File: src/rtl/codec_pkg.sv
// Shared matrix-codec definitions: slice geometry, controller states and the
// forward/inverse 5x5 lane permutations used by encoder, decoder and benches.
package codec_pkg;

  localparam int unsigned SLICE_W = 25;
  localparam int unsigned SLICES  = 64;
  localparam int unsigned CNT_W   = 6;

  typedef logic [SLICE_W-1:0] slice_t;

  typedef enum logic [2:0] {
    IDLE  = 3'd0,
    RECV  = 3'd1,
    XFORM = 3'd2,
    SEND  = 3'd3,
    DONE  = 3'd4
  } state_t;

  // Reduce a small value (0..14) modulo 5 without a divider.
  function automatic logic [3:0] mod5(input logic [3:0] v);
    logic [3:0] r;
    if (v >= 4'd10)     r = v - 4'd10;
    else if (v >= 4'd5) r = v - 4'd5;
    else                r = v;
    return r;
  endfunction

  // m[5y+x] = s[5*((2x+3y) mod 5) + y]
  function automatic slice_t inv_pi(input slice_t s);
    slice_t     m;
    logic [3:0] a;
    m = '0;
    for (int y = 0; y < 5; y++) begin
      for (int x = 0; x < 5; x++) begin
        a = mod5(mod5(4'(2 * x)) + mod5(4'(3 * y)));
        m[5*y+x] = s[5*int'(a)+y];
      end
    end
    return m;
  endfunction

  // s[5a+b] = m[5b + (3a+b) mod 5]; exact inverse of inv_pi.
  function automatic slice_t fwd_pi(input slice_t m);
    slice_t     s;
    logic [3:0] c;
    s = '0;
    for (int a = 0; a < 5; a++) begin
      for (int b = 0; b < 5; b++) begin
        c = mod5(mod5(4'(3 * a)) + 4'(b));
        s[5*a+b] = m[5*b+int'(c)];
      end
    end
    return s;
  endfunction

endpackage

File: src/rtl/inv_permutation_func_if.sv
// Streaming slice bus between the slice reader, the inverse permutation stage and
// the slice writer, plus frame control and status.
interface inv_permutation_func_if;
  import codec_pkg::*;

  logic                 start;
  logic                 s_valid;
  logic                 s_ready;
  slice_t               s_data;
  logic                 m_valid;
  logic                 m_ready;
  slice_t               m_data;
  logic                 m_last;
  logic [CNT_W-1:0]     slice_idx;
  logic                 busy;
  logic                 done;

  modport slave (
    input  start, s_valid, s_data, m_ready,
    output s_ready, m_valid, m_data, m_last, slice_idx, busy, done
  );

  modport master (
    output start, s_valid, s_data, m_ready,
    input  s_ready, m_valid, m_data, m_last, slice_idx, busy, done
  );

endinterface

File: src/rtl/inv_permutation_func_inv_pi_slice.sv
// Pure wiring of the inverse lane permutation for one slice.
module inv_pi_slice
  import codec_pkg::*;
(
  input  slice_t d,
  output slice_t q_c
);

  assign q_c = inv_pi(d);

endmodule

File: src/rtl/inv_permutation_func.sv
// Decoder-side inverse slice permutation: receives one slice, un-permutes it,
// hands it off, and repeats for a full 64-slice frame.
module inv_permutation_func
  import codec_pkg::*;
(
  input  logic                  clk,
  input  logic                  rst,
  inv_permutation_func_if.slave bus
);

  localparam logic [CNT_W-1:0] LAST_IDX = CNT_W'(SLICES - 1);

  state_t           state, state_nx;
  slice_t           in_reg, out_reg, xform_c;
  logic [CNT_W-1:0] idx, idx_nx;
  logic             capture, load_out;
  logic             s_ready_q, m_valid_q, m_last_q, busy_q, done_q;

  inv_pi_slice u_inv_pi (
    .d   (in_reg),
    .q_c (xform_c)
  );

  // Next-state and datapath enables.
  always_comb begin
    state_nx = state;
    idx_nx   = idx;
    capture  = 1'b0;
    load_out = 1'b0;
    case (state)
      IDLE: begin
        if (bus.start) state_nx = RECV;
      end
      RECV: begin
        if (bus.s_valid) begin
          capture  = 1'b1;
          state_nx = XFORM;
        end
      end
      XFORM: begin
        load_out = 1'b1;
        state_nx = SEND;
      end
      SEND: begin
        if (bus.m_ready) begin
          if (idx == LAST_IDX) begin
            state_nx = DONE;
          end else begin
            idx_nx   = idx + 1'b1;
            state_nx = RECV;
          end
        end
      end
      DONE: begin
        idx_nx   = '0;
        state_nx = IDLE;
      end
      default: state_nx = IDLE;
    endcase
  end

  // State register with status outputs registered from the next state.
  always_ff @(posedge clk or negedge rst) begin
    if (!rst) begin
      state     <= IDLE;
      idx       <= '0;
      s_ready_q <= 1'b0;
      m_valid_q <= 1'b0;
      m_last_q  <= 1'b0;
      busy_q    <= 1'b0;
      done_q    <= 1'b0;
    end else begin
      state     <= state_nx;
      idx       <= idx_nx;
      s_ready_q <= (state_nx == RECV);
      m_valid_q <= (state_nx == SEND);
      m_last_q  <= (state_nx == SEND) && (idx_nx == LAST_IDX);
      busy_q    <= (state_nx != IDLE);
      done_q    <= (state_nx == DONE);
    end
  end

  // Slice holding registers; out_reg stays put while SEND is backpressured.
  always_ff @(posedge clk or negedge rst) begin
    if (!rst) begin
      in_reg  <= '0;
      out_reg <= '0;
    end else begin
      if (capture)  in_reg  <= bus.s_data;
      if (load_out) out_reg <= xform_c;
    end
  end

  assign bus.s_ready   = s_ready_q;
  assign bus.m_valid   = m_valid_q;
  assign bus.m_data    = out_reg;
  assign bus.m_last    = m_last_q;
  assign bus.slice_idx = idx;
  assign bus.busy      = busy_q;
  assign bus.done      = done_q;

endmodule
File: src/flat_wrapper.sv
// flat-port wrapper written by rule: the top's interface ports become plain ports
module inv_permutation_func_flat import codec_pkg::*;
  (clk, rst, bus_start, bus_s_valid, bus_s_data, bus_m_ready, bus_s_ready, bus_m_valid, bus_m_data, bus_m_last, bus_slice_idx, bus_busy, bus_done);
  inv_permutation_func_if bus_i ();
  input  logic clk;
  input  logic rst;
  input wire logic [$bits(bus_i.start)-1:0] bus_start;
  input wire logic [$bits(bus_i.s_valid)-1:0] bus_s_valid;
  input wire logic [$bits(bus_i.s_data)-1:0] bus_s_data;
  input wire logic [$bits(bus_i.m_ready)-1:0] bus_m_ready;
  output wire logic [$bits(bus_i.s_ready)-1:0] bus_s_ready;
  output wire logic [$bits(bus_i.m_valid)-1:0] bus_m_valid;
  output wire logic [$bits(bus_i.m_data)-1:0] bus_m_data;
  output wire logic [$bits(bus_i.m_last)-1:0] bus_m_last;
  output wire logic [$bits(bus_i.slice_idx)-1:0] bus_slice_idx;
  output wire logic [$bits(bus_i.busy)-1:0] bus_busy;
  output wire logic [$bits(bus_i.done)-1:0] bus_done;
  assign bus_i.start = bus_start;
  assign bus_i.s_valid = bus_s_valid;
  assign bus_i.s_data = bus_s_data;
  assign bus_i.m_ready = bus_m_ready;
  assign bus_s_ready = bus_i.s_ready;
  assign bus_m_valid = bus_i.m_valid;
  assign bus_m_data = bus_i.m_data;
  assign bus_m_last = bus_i.m_last;
  assign bus_slice_idx = bus_i.slice_idx;
  assign bus_busy = bus_i.busy;
  assign bus_done = bus_i.done;
  inv_permutation_func u_core (.clk(clk), .rst(rst), .bus(bus_i));
endmodule
File: config.mk
export PLATFORM = sky130hd
export DESIGN_NAME = inv_permutation_func_flat
export DESIGN_NICKNAME = d
export VERILOG_FILES = /design/src/rtl/codec_pkg.sv /design/src/rtl/inv_permutation_func_if.sv /design/src/rtl/inv_permutation_func_inv_pi_slice.sv /design/src/rtl/inv_permutation_func.sv /design/src/flat_wrapper.sv
export SDC_FILE = /design/constraint.sdc
export NUM_CORES = 1
export LEC_CHECK = 0
export ABC_AREA = 1
export ABC_CLOCK_PERIOD_IN_PS = 4300
export BUFFER_PORTS_ARGS = -buffer_cell sky130_fd_sc_hd__buf_2
export CELL_PAD_IN_SITES_DETAIL_PLACEMENT = 1
export CELL_PAD_IN_SITES_GLOBAL_PLACEMENT = 1
export CORE_MARGIN = 2
export CORE_UTILIZATION = 46
export DETAILED_ROUTE_END_ITERATION = 6
export MAX_ROUTING_LAYER = met4
export PLACE_DENSITY = 0.81
export SYNTH_ARGS = -nofsm -noshare
export SYNTH_HDL_FRONTEND = slang
export SYNTH_HIERARCHICAL = 1
export SYNTH_SLANG_ARGS = --single-unit
File: constraint.sdc
create_clock -name clk -period 4.3 [get_ports clk]
set_input_delay 0.86 -clock clk [delete_from_list [all_inputs] [get_ports clk]]
set_output_delay 0.86 -clock clk [all_outputs]
set_load 0.02 [all_outputs]
# --- Word-level counts from Yosys, hierarchy flattened ---
# Cells that the tools add are included.
classes:
  n_addsub: 1
  eq_ne: 9
  muxes: 11
  reduce_logical: 3
ops:
  columns: ["op", "count"]
  rows:
  - ["$eq A6 B6 Y1 const B", 2]
  - ["$mux W3", 4]
  - ["$mux W6", 2]
  - ["$pmux W3 S4", 1]
  - ["$pmux W6 S2", 1]
  - ["$eq A3 B2 Y1 const B", 3]
  - ["$add A6 B1 Y6 const B", 1]
  - ["$eq A3 B1 Y1 const B", 2]
  - ["$eq A3 B3 Y1 const B", 2]
  - ["$logic_not A3 Y1", 1]
  - ["$mux W1", 3]
  - ["$reduce_bool A3 Y1", 1]
  - ["$logic_and A1 B1 Y1", 1]
totals:
  ff_bits: 64
  inputBits: 30
  word_cells: 33

# --- Longest topological paths before layout ---
# Gate-level depths: netlist (run 1).
depth:
  depth_word: 6
  ltp_mapped: 10
  mapped_depth_nobuf: 10

# --- By module ---
# Netlist (run 1), hierarchy kept.
modules_own_cells:
  columns: ["mod", "instances", "cells_per_inst", "area_each_um2"]
  rows:
  - ["inv_permutation_func", 1, 204, 2673.8]
  - ["inv_pi_slice", 1, 25, 187.7]

# --- Least setup slack after synthesis (run 1) ---
# OpenSTA, ideal clock, no wires.
synth_path:
  kind: "in2reg"
  from: "input bus_m_ready"
  to: "register u_core.m_last_q (netlist: u_core/bus.m_last)"
  setup_time_ns: 0.072
  arrival_time_ns: 1.670
  path_slack_ns: 2.558
  path_stages: 9
  path_cell_list: "buf_2 > inv_1 > nor2_1 > nand3_1 > nand2_1 > inv_1 > nand2_1 > nand4_1 > nor2_1"
synth_between:
  elab_chain_cells: 4
  elab_cells_between_ends: 7
  cone_classes: "eq/ne: 2; mux: 4; reduce/logical: 1"
synth_rtl:
  columns: ["element", "line", "source"]
  rows:
  - ["start, declared", "flat_wrapper.sv:10", "input wire logic [$bits(bus_i.m_ready)-1:0] bus_m_ready;"]
  - ["$mux W6", "inv_permutation_func.sv:45", "if (bus.m_ready) begin"]
  - ["$pmux W6 S2", "inv_permutation_func.sv:30", "case (state)"]
  - ["named net u_core.idx_nx[3]", "inv_permutation_func.sv:15", "logic [CNT_W-1:0] idx, idx_nx;"]
  - ["$eq A6 B6 Y1", "inv_permutation_func.sv:77", "m_last_q <= (state_nx == SEND) && (idx_nx == LAST_IDX);"]
  - ["$logic_and A1 B1 Y1", "inv_permutation_func.sv:77", null]
  - ["end signal, assigned", "inv_permutation_func.sv:77", null]
  - ["end, declared", "inv_permutation_func.sv:17", "logic s_ready_q, m_valid_q, m_last_q, busy_q, done_q;"]
# The timed path passes the listed nets, and every way through them passes these cells.
# A chain may end at the register's enable or synchronous reset.

# --- Final worst setup path (run 1) ---
layout_path:
  from: "register u_core.state[2]"
  to: "register u_core.s_ready_q (netlist: u_core/bus.s_ready)"
layout_between:
  elab_chain_cells: 3
  elab_cells_between_ends: 9
  cone_classes: "eq/ne: 4; mux: 4; reduce/logical: 1"
layout_rtl:
  columns: ["element", "line", "source"]
  rows:
  - ["start, declared", "inv_permutation_func.sv:13", "state_t state, state_nx;"]
  - ["start signal, assigned", "inv_permutation_func.sv:73", "state <= state_nx;"]
  - ["$eq A3 B2 Y1 (tied with other cells)", "inv_permutation_func.sv:30", null]
  - ["$pmux W3 S4 (*)", "inv_permutation_func.sv:30", null]
  - ["named net u_core.state_nx[1]", "inv_permutation_func.sv:13", null]
  - ["$eq A3 B1 Y1 (*)", "inv_permutation_func.sv:75", "s_ready_q <= (state_nx == RECV);"]
  - ["end signal, assigned", "inv_permutation_func.sv:75", null]
  - ["end, declared", "inv_permutation_func.sv:17", null]
# The timed path passes the listed nets; every way through them passes the cells marked *.

==> key figures, run 1 <==
Pwr
  – Sequential power share: 41.1%
  – Pwr/cell area: 802 mW/mm²
  – Total power: 2.60 mW
  – Sw Ratio: 36.6%
  – Logic gate share of total power: 41.3%
  – Clock power share: 17.6%
  – Sw power: 0.951 mW
  – Leakage power: 1.67 nW
  – Internal Power: 1.65 mW
  – Peak VDD IR: 0.000363 V

Clock tree
  – Hold buffer count at CTS: 0
  – CTS tree: yes
  – Clk sink count: 64
  – Postcts setup bufs: 0
  – H-tree levels: 3
  – Post-CTS sizing: 0
  – Clock Latency Late Sink: 0.33 ns
  – Root Driver: clkbuf_8
  – Clock tree buffer depth: 2
  – CTS Buf Count: 9
  – CTS clk-pin slew, worst paths: 0.07 ns

Detailed routing
  – DR vias/cell: 4.95
  – Initial DRC count: 38
  – Total number of vias: 1763
  – ANT nets after route: 0
  – Routed wire length: 5400 µm
  – Initial DRT Pass Iterations: 4
  – WL/cell: 15.2 µm
  – DRC violations left: 0

Critical path
  – Critical-path maximum fanout: 27
  – R2R Path End: u_core/bus.s_ready
  – WS Path Type: reg -> reg
  – RR Startpoint: u_core/state[2]
  – R2R depth: 6
  – Crit end category: flip-flop
  – Worst setup SP type: flip-flop
  – Reg-to-reg setup timing slack: 2.37 ns
  – Worst endpoint required time: 4.51 ns
  – Worst EP arrival: 2.14 ns
  – Worst Setup SP: u_core/state[2]

Timing
  – Tmin final: 1.93 ns
  – Hold Vio Cnt, Final: 0
  – Layout Skew: 0.00890 ns
  – Rel. slew slack: 34.0%
  – Setup violators final: 0
  – Pins Over Slew Limit: 0
  – Final period utilization: 44.9%
  – Slack of the critical path: 2.37 ns
  – Fmax: 0.518 GHz
  – Worst hold margin: 0.506 ns
  – Tightest Pin Transition: 0.991 ns
  – Setup TNS Final: 0 ns
  – RSZ-0062 raised after global routing: no

GRT
  – Initial antenna violation count: 0
  – Largest net degree at the start of global routing: 47
  – Global-route wire length before repair: 9320 µm
  – Vias in the first global route: 1903
  – Overall fraction of global-route tracks in use: 17.7%
  – Gr ovfl total: 0

Logic synthesis
  – Post-synth top area cell: dfrtp_1
  – Yosys reg bits: 64
  – Syn Nets: 260
  – Warnings from Yosys: 6
  – Post-Syn Area: 0.00286 mm²
  – Seq/Total Area, Yosys: 56.0%
  – Post-Synthesis Cells: 229
  – Post-synthesis area per instance: 12.5 µm²
  – Area share of the largest cell type after synthesis: 56.0%
  – Synth cell types: 20
  – Top cells by area, synth: dfrtp_1, mux2_2, mux2_4

Job
  – Max Cap Violations: 0

Place
  – HPWL after DPL: 3870 µm
  – Setup WS pre-CTS: 2.15 ns
  – RD Place Congestion: 0.756
  – Placed cells: 340
  – Port bufs: 65

Floorplan
  – Starting Density: 48.0%
  – Core ar.: 0.00596 mm²
  – Die X: 82.9 µm
  – Die area: 0.00687 mm²
  – I/O pin total: 66
  – Die extent in y: 82.9 µm
  – Num rows: 28

Finish
  – Layout overhead on the synthesized area: 13.1%
  – Share of cells above drive strength 1: 48.4%
  – Non-Filler Instances: 356
  – Layout fillers: 658
  – NumNets Final: 307
  – Diodes inserted: 0

Hold path
  – Worst hold start: u_core/bus.m_data[16]
  – Hold Path Class: reg -> reg
  – Hold-critical path depth: 1
  – Hold Path Sink: u_core/bus.m_data[16]

Outcome
  – Outcome: complete, no violations
==> placed cells by master, fill, tap and decap left out <==
| cell | synthesis | layout |
|---|---|---|
| nand3_1 | 13 | 13 |
| nand3_2 | 1 | 1 |
| clkinv_2 | 0 | 3 |
| nand2_1 | 29 | 29 |
| nor2_1 | 9 | 9 |
| o211ai_1 | 1 | 1 |
| o21bai_1 | 2 | 2 |
| dfrtp_1 | 64 | 64 |
| clkbuf_8 | 0 | 11 |
| o21ai_0 | 3 | 3 |
| nor3_2 | 1 | 1 |
| buf_2 | 1 | 65 |
| clkinvlp_4 | 0 | 1 |
| a21oi_1 | 3 | 3 |
| mux2_4 | 18 | 18 |
| buf_4 | 26 | 1 |
| clkinv_4 | 0 | 1 |
| nand2_2 | 1 | 1 |
| nand4_1 | 4 | 4 |
| inv_1 | 16 | 16 |
| nor2_4 | 1 | 1 |
| ha_1 | 1 | 1 |
| mux2_2 | 32 | 32 |
==> how the worst max path moves through the flow <==
stage                         end  slack [ns]  depth (start not counted)
3_5_place_dp     u_core/in_reg[9]        2.15                          3
6_report       u_core/bus.s_ready        2.37                          6
4_1_cts        u_core/bus.s_ready        2.30                          6
2_1_floorplan   u_core/bus.m_last        2.56                          9
5_1_grt        u_core/bus.s_ready        2.14                          6
3_3_place_gp     u_core/in_reg[6]        2.17                          3
==> routing by layer <==
metal	vias up	track usage [%]	wire, µm
li1	831	-	-
met1	884	20.3	2300
met2	42	29.4	2770
met3	6	4.67	261
met4	0	7.60	70
met5	-	-	0
==> stage by stage <==
| stage | cell area [µm²] | utilization [%] |
|---|---|---|
| final | 3240 | 54.3 |
| after global routing | 3240 | 54.3 |
| after CTS | 3240 | 54.3 |
| after detailed placement | 3050 | 51.3 |
| after global placement | 3050 | 51.3 |
| after floorplan | 2860 | - |
==> synth_stat cells, drive strengths merged <==
cell type   n
a21oi       3
nor3        1
o21ai       3
dfrtp      64
ha          1
o211ai      1
nor2       10
o21bai      2
mux2       50
nand2      30
buf        30
nand3      14
inv        16
nand4       4
==> power by group through the flow <==
stage                     sequential [mW]  combinational [mW]  clock, mW
after global routing                 1.11                1.16      0.506
after floorplan                      1.24               0.765          0
final                                1.07                1.07      0.457
after CTS                            1.07                1.09      0.478
after detailed placement             1.08                1.09          0
after global placement               1.07                1.04          0
==> worst max-delay path, cell delays in order, from the launching register on <==
cell and delay [ns]:
dfrtp_1 0.44, inv_1 0.13, nand3_2 0.57, o21ai_0 0.41
inv_1 0.10, nand2_1 0.09, nor2_1 0.07
==> logic make-up (layout without fill, tap and decap cells) <==
family | count (synthesis) | after routing | synth area share, %
flops | 64 | 64 | 56.0
compound gates | 9 | 9 | 1.84
buf+inv | 46 | 98 | 10.3
simple gates | 59 | 59 | 9.44
fa+ha+maj | 1 | 1 | 0.437
mux | 50 | 50 | 22.0
==> final cells by class <==
class	count	area, µm²	share of cell area [%]
clock buffer	11	151	4.68
sequential	64	1600	49.5
clock inverter	5	31.3	0.966
tap	75	93.8	2.90
inverter	16	60.1	1.86
timing repair buffer	66	333	10.3
multi-input combinational	119	966	29.8
No activity file was read; power rests on OpenSTA's default activity.
==> run 2: changes to the inputs <==
--- a/config.mk
+++ b/config.mk
@@ -6,15 +6,15 @@
 export NUM_CORES = 1
 export LEC_CHECK = 0
 export ABC_AREA = 1
-export ABC_CLOCK_PERIOD_IN_PS = 4300
+export ABC_CLOCK_PERIOD_IN_PS = 1600
 export BUFFER_PORTS_ARGS = -buffer_cell sky130_fd_sc_hd__buf_2
 export CELL_PAD_IN_SITES_DETAIL_PLACEMENT = 1
 export CELL_PAD_IN_SITES_GLOBAL_PLACEMENT = 1
 export CORE_MARGIN = 2
-export CORE_UTILIZATION = 46
+export CORE_UTILIZATION = 38
 export DETAILED_ROUTE_END_ITERATION = 6
 export MAX_ROUTING_LAYER = met4
-export PLACE_DENSITY = 0.81
+export PLACE_DENSITY = 0.71
 export SYNTH_ARGS = -nofsm -noshare
 export SYNTH_HDL_FRONTEND = slang
 export SYNTH_HIERARCHICAL = 1
==> constraint.sdc (replaced) <==
create_clock -name clk -period 1.6 [get_ports clk]
set_input_delay 0.32 -clock clk [delete_from_list [all_inputs] [get_ports clk]]
set_output_delay 0.32 -clock clk [all_outputs]
set_load 0.02 [all_outputs]
==> run 2 against run 1 <==
Compared with the run above:
- sequential cell count did not move
- highest routed layer unchanged
- worst hold slack worse by 0.30 ns
- clock power rose to 2.8 times the previous value
- via count up 1.2%
- fmax rose by 26%
- global-route usage down 2.5 points
- total power grew to 2.8 times the previous value
- largest cell class unchanged
==> key figures, run 2 (synthesis gave the netlist of run 1 again) <==
Clock tree
  – Clock Latency Late Sink: 0.34 ns (about the same)
  – H-tree levels: 3 (unchanged)
  – Clock tree buffer depth: 2 (unchanged)
  – CTS clk-pin slew, worst paths: 0.07 ns (about the same)
  – CTS Buf Count: 9 (unchanged)
  – CTS tree: yes
  – Clk sink count: 64 (unchanged)
  – Root Driver: clkbuf_8

Critical path
  – Crit end category: flip-flop
  – Worst endpoint required time: 1.82 ns (-2.69 ns)
  – Worst setup SP type: flip-flop
  – Worst EP arrival: 1.74 ns (-0.40 ns)
  – Critical-path maximum fanout: 25 (-7.4%)
  – WS Path Type: reg -> reg

Timing
  – Tmin final: 1.53 ns (-0.404 ns)
  – Layout Skew: 0.00930 ns (+0.000394 ns)
  – Hold Vio Cnt, Final: 0 (unchanged)
  – Final period utilization: 95.4% (+50 points)
  – Fmax: 0.655 GHz (+26%)
  – RSZ-0062 raised after global routing: yes
  – Rel. slew slack: 75.5% (+42 points)
  – Tightest Pin Transition: 0.363 ns (-0.627 ns)
  – Pins Over Slew Limit: 0 (unchanged)
  – Setup violators final: 0 (unchanged)
  – Setup TNS Final: 0 ns (unchanged)

Finish
  – Share of cells above drive strength 1: 52.9% (+4.5 points)
  – Commonest non-fill, non-tap cell in the layout: buf_2
  – Post-route cell area: 0.00340 mm² (+4.9%)
  – NumNets Final: 317 (+3.3%)
  – Most frequent cells in the layout: buf_2, dfrtp_1, mux2_2
  – Diodes inserted: 0 (unchanged)
  – Final core occ: 46.8% (-7.5 points)
  – Layout overhead on the synthesized area: 18.7%

Place
  – HPWL after DPL: 3980 µm (+2.8%)
  – Port bufs: 65 (unchanged)
  – RD Place Congestion: 0.779 (+3.1%)
  – Placed cell area: 0.00315 mm² (+3.1%)

Pwr
  – Pwr/cell area: 2120 mW/mm² (+160%)
  – Leakage power: 1.71 nW (+2.5%)
  – Total power: 7.20 mW (+180%)
  – Peak VDD IR: 0.000788 V (+120%)

Floorplan
  – Core ar.: 0.00725 mm² (+22%)
  – Die X: 90.8 µm (+9.5%)
  – Starting Density: 39.5% (-8.6 points)
  – I/O pin total: 66 (unchanged)
  – Num rows: 31 (+11%)
  – Die area: 0.00824 mm² (+20%)
  – Die extent in y: 90.8 µm (+9.5%)

GRT
  – Global-route wire length before repair: 9480 µm (+1.7%)
  – Gr ovfl total: 0 (unchanged)
  – Largest net degree at the start of global routing: 65 (+38%)
  – Initial antenna violation count: 0 (unchanged)
  – Vias in the first global route: 1924 (+1.1%)
  – Overall fraction of global-route tracks in use: 15.2% (-2.5 points)

Detailed routing
  – DR vias/cell: 4.57 (-7.6%)
  – DRC violations left: 0 (unchanged)
  – ANT nets after route: 0 (unchanged)
  – Routed wire length: 5670 µm (+5.0%)
  – Initial DRT Pass Iterations: 3 (-1)
  – Total number of vias: 1784 (+1.2%)
  – WL/cell: 14.5 µm (-4.2%)
  – Initial DRC count: 49 (+29%)

Outcome
  – Outcome: complete, no violations

Job
  – Max Cap Violations: 0 (unchanged)

Hold path
  – Hold Path Class: in -> reg
## run 2: final timing paths
path / startpoint / to / slack [ns] / cells past startpoint
max in group asynchronous: rst / u_core/bus.slice_idx[2] / 0.78 / 3
max: u_core/state[2] / u_core/bus.m_data[22] / 0.07 / 4
min reg2reg: u_core/in_reg[4] / u_core/bus.m_data[24] / 0.50 / 1
max reg2reg: u_core/state[2] / u_core/bus.m_data[22] / 0.07 / 4
min in group asynchronous: rst / u_core/bus.m_data[14] / 0.54 / 3
min: bus_s_data[11] / u_core/in_reg[11] / 0.21 / 2
## run 2: per-stage QoR
stage | setup WS (ns) | hold WS [ns] | std cells
final | 0.0741 | 0.207 | 390
after CTS | 0.0140 | 0.192 | 388
after global routing | -0.0145 | 0.187 | 390
after detailed placement | -0.0216 | 0.367 | 371
after global placement | 0.0612 | 0.357 | 371
after floorplan | 0.135 | 0.0244 | 229
## run 2: area by class of cell
cell class | instances | area, µm²
Multi-Input combinational cell | 119 | 1000
Tap cell | 99 | 124
Clock inverter | 4 | 28.8
Fill cell | 803 | 3860
Clock buffer | 12 | 155
Inverter | 16 | 60.1
Sequential cell | 64 | 1600
Timing Repair Buffer | 76 | 423
## run 2: timing repair
action                                 in CTS  in global routing
gates cloned                                0                  0
hold buffers                                1                  0
pin swaps                                   0                  4
endpoints found under the hold margin      24                  0
setup endpoints to repair                   1                  4
gates resized for setup                     1                 13
setup buffers                               0                  2
## run 2: worst max-delay path, cell delays in order, from the launching register on
cell,delay [ns]
dfrtp_1,0.48
inv_1,0.12
nand3_2,0.09
buf_4,0.33
mux2_2,0.38
## run 2: routing by layer
| metal | GRT usage, % | vias up | wire length, µm |
|---|---|---|---|
| met2 | 23.8 | 40 | 2800 |
| met1 | 18.6 | 886 | 2540 |
| li1 | - | 850 | - |
| met5 | - | - | 0 |
| met4 | 5.68 | 0 | 97 |
| met3 | 4.84 | 8 | 231 |
## run 2: where the power goes
part           switching (mW)  internal (mW)
Clock                   0.627          0.647
Sequential              0.438           2.41
Combinational            1.59           1.50
Total                    2.65           4.55
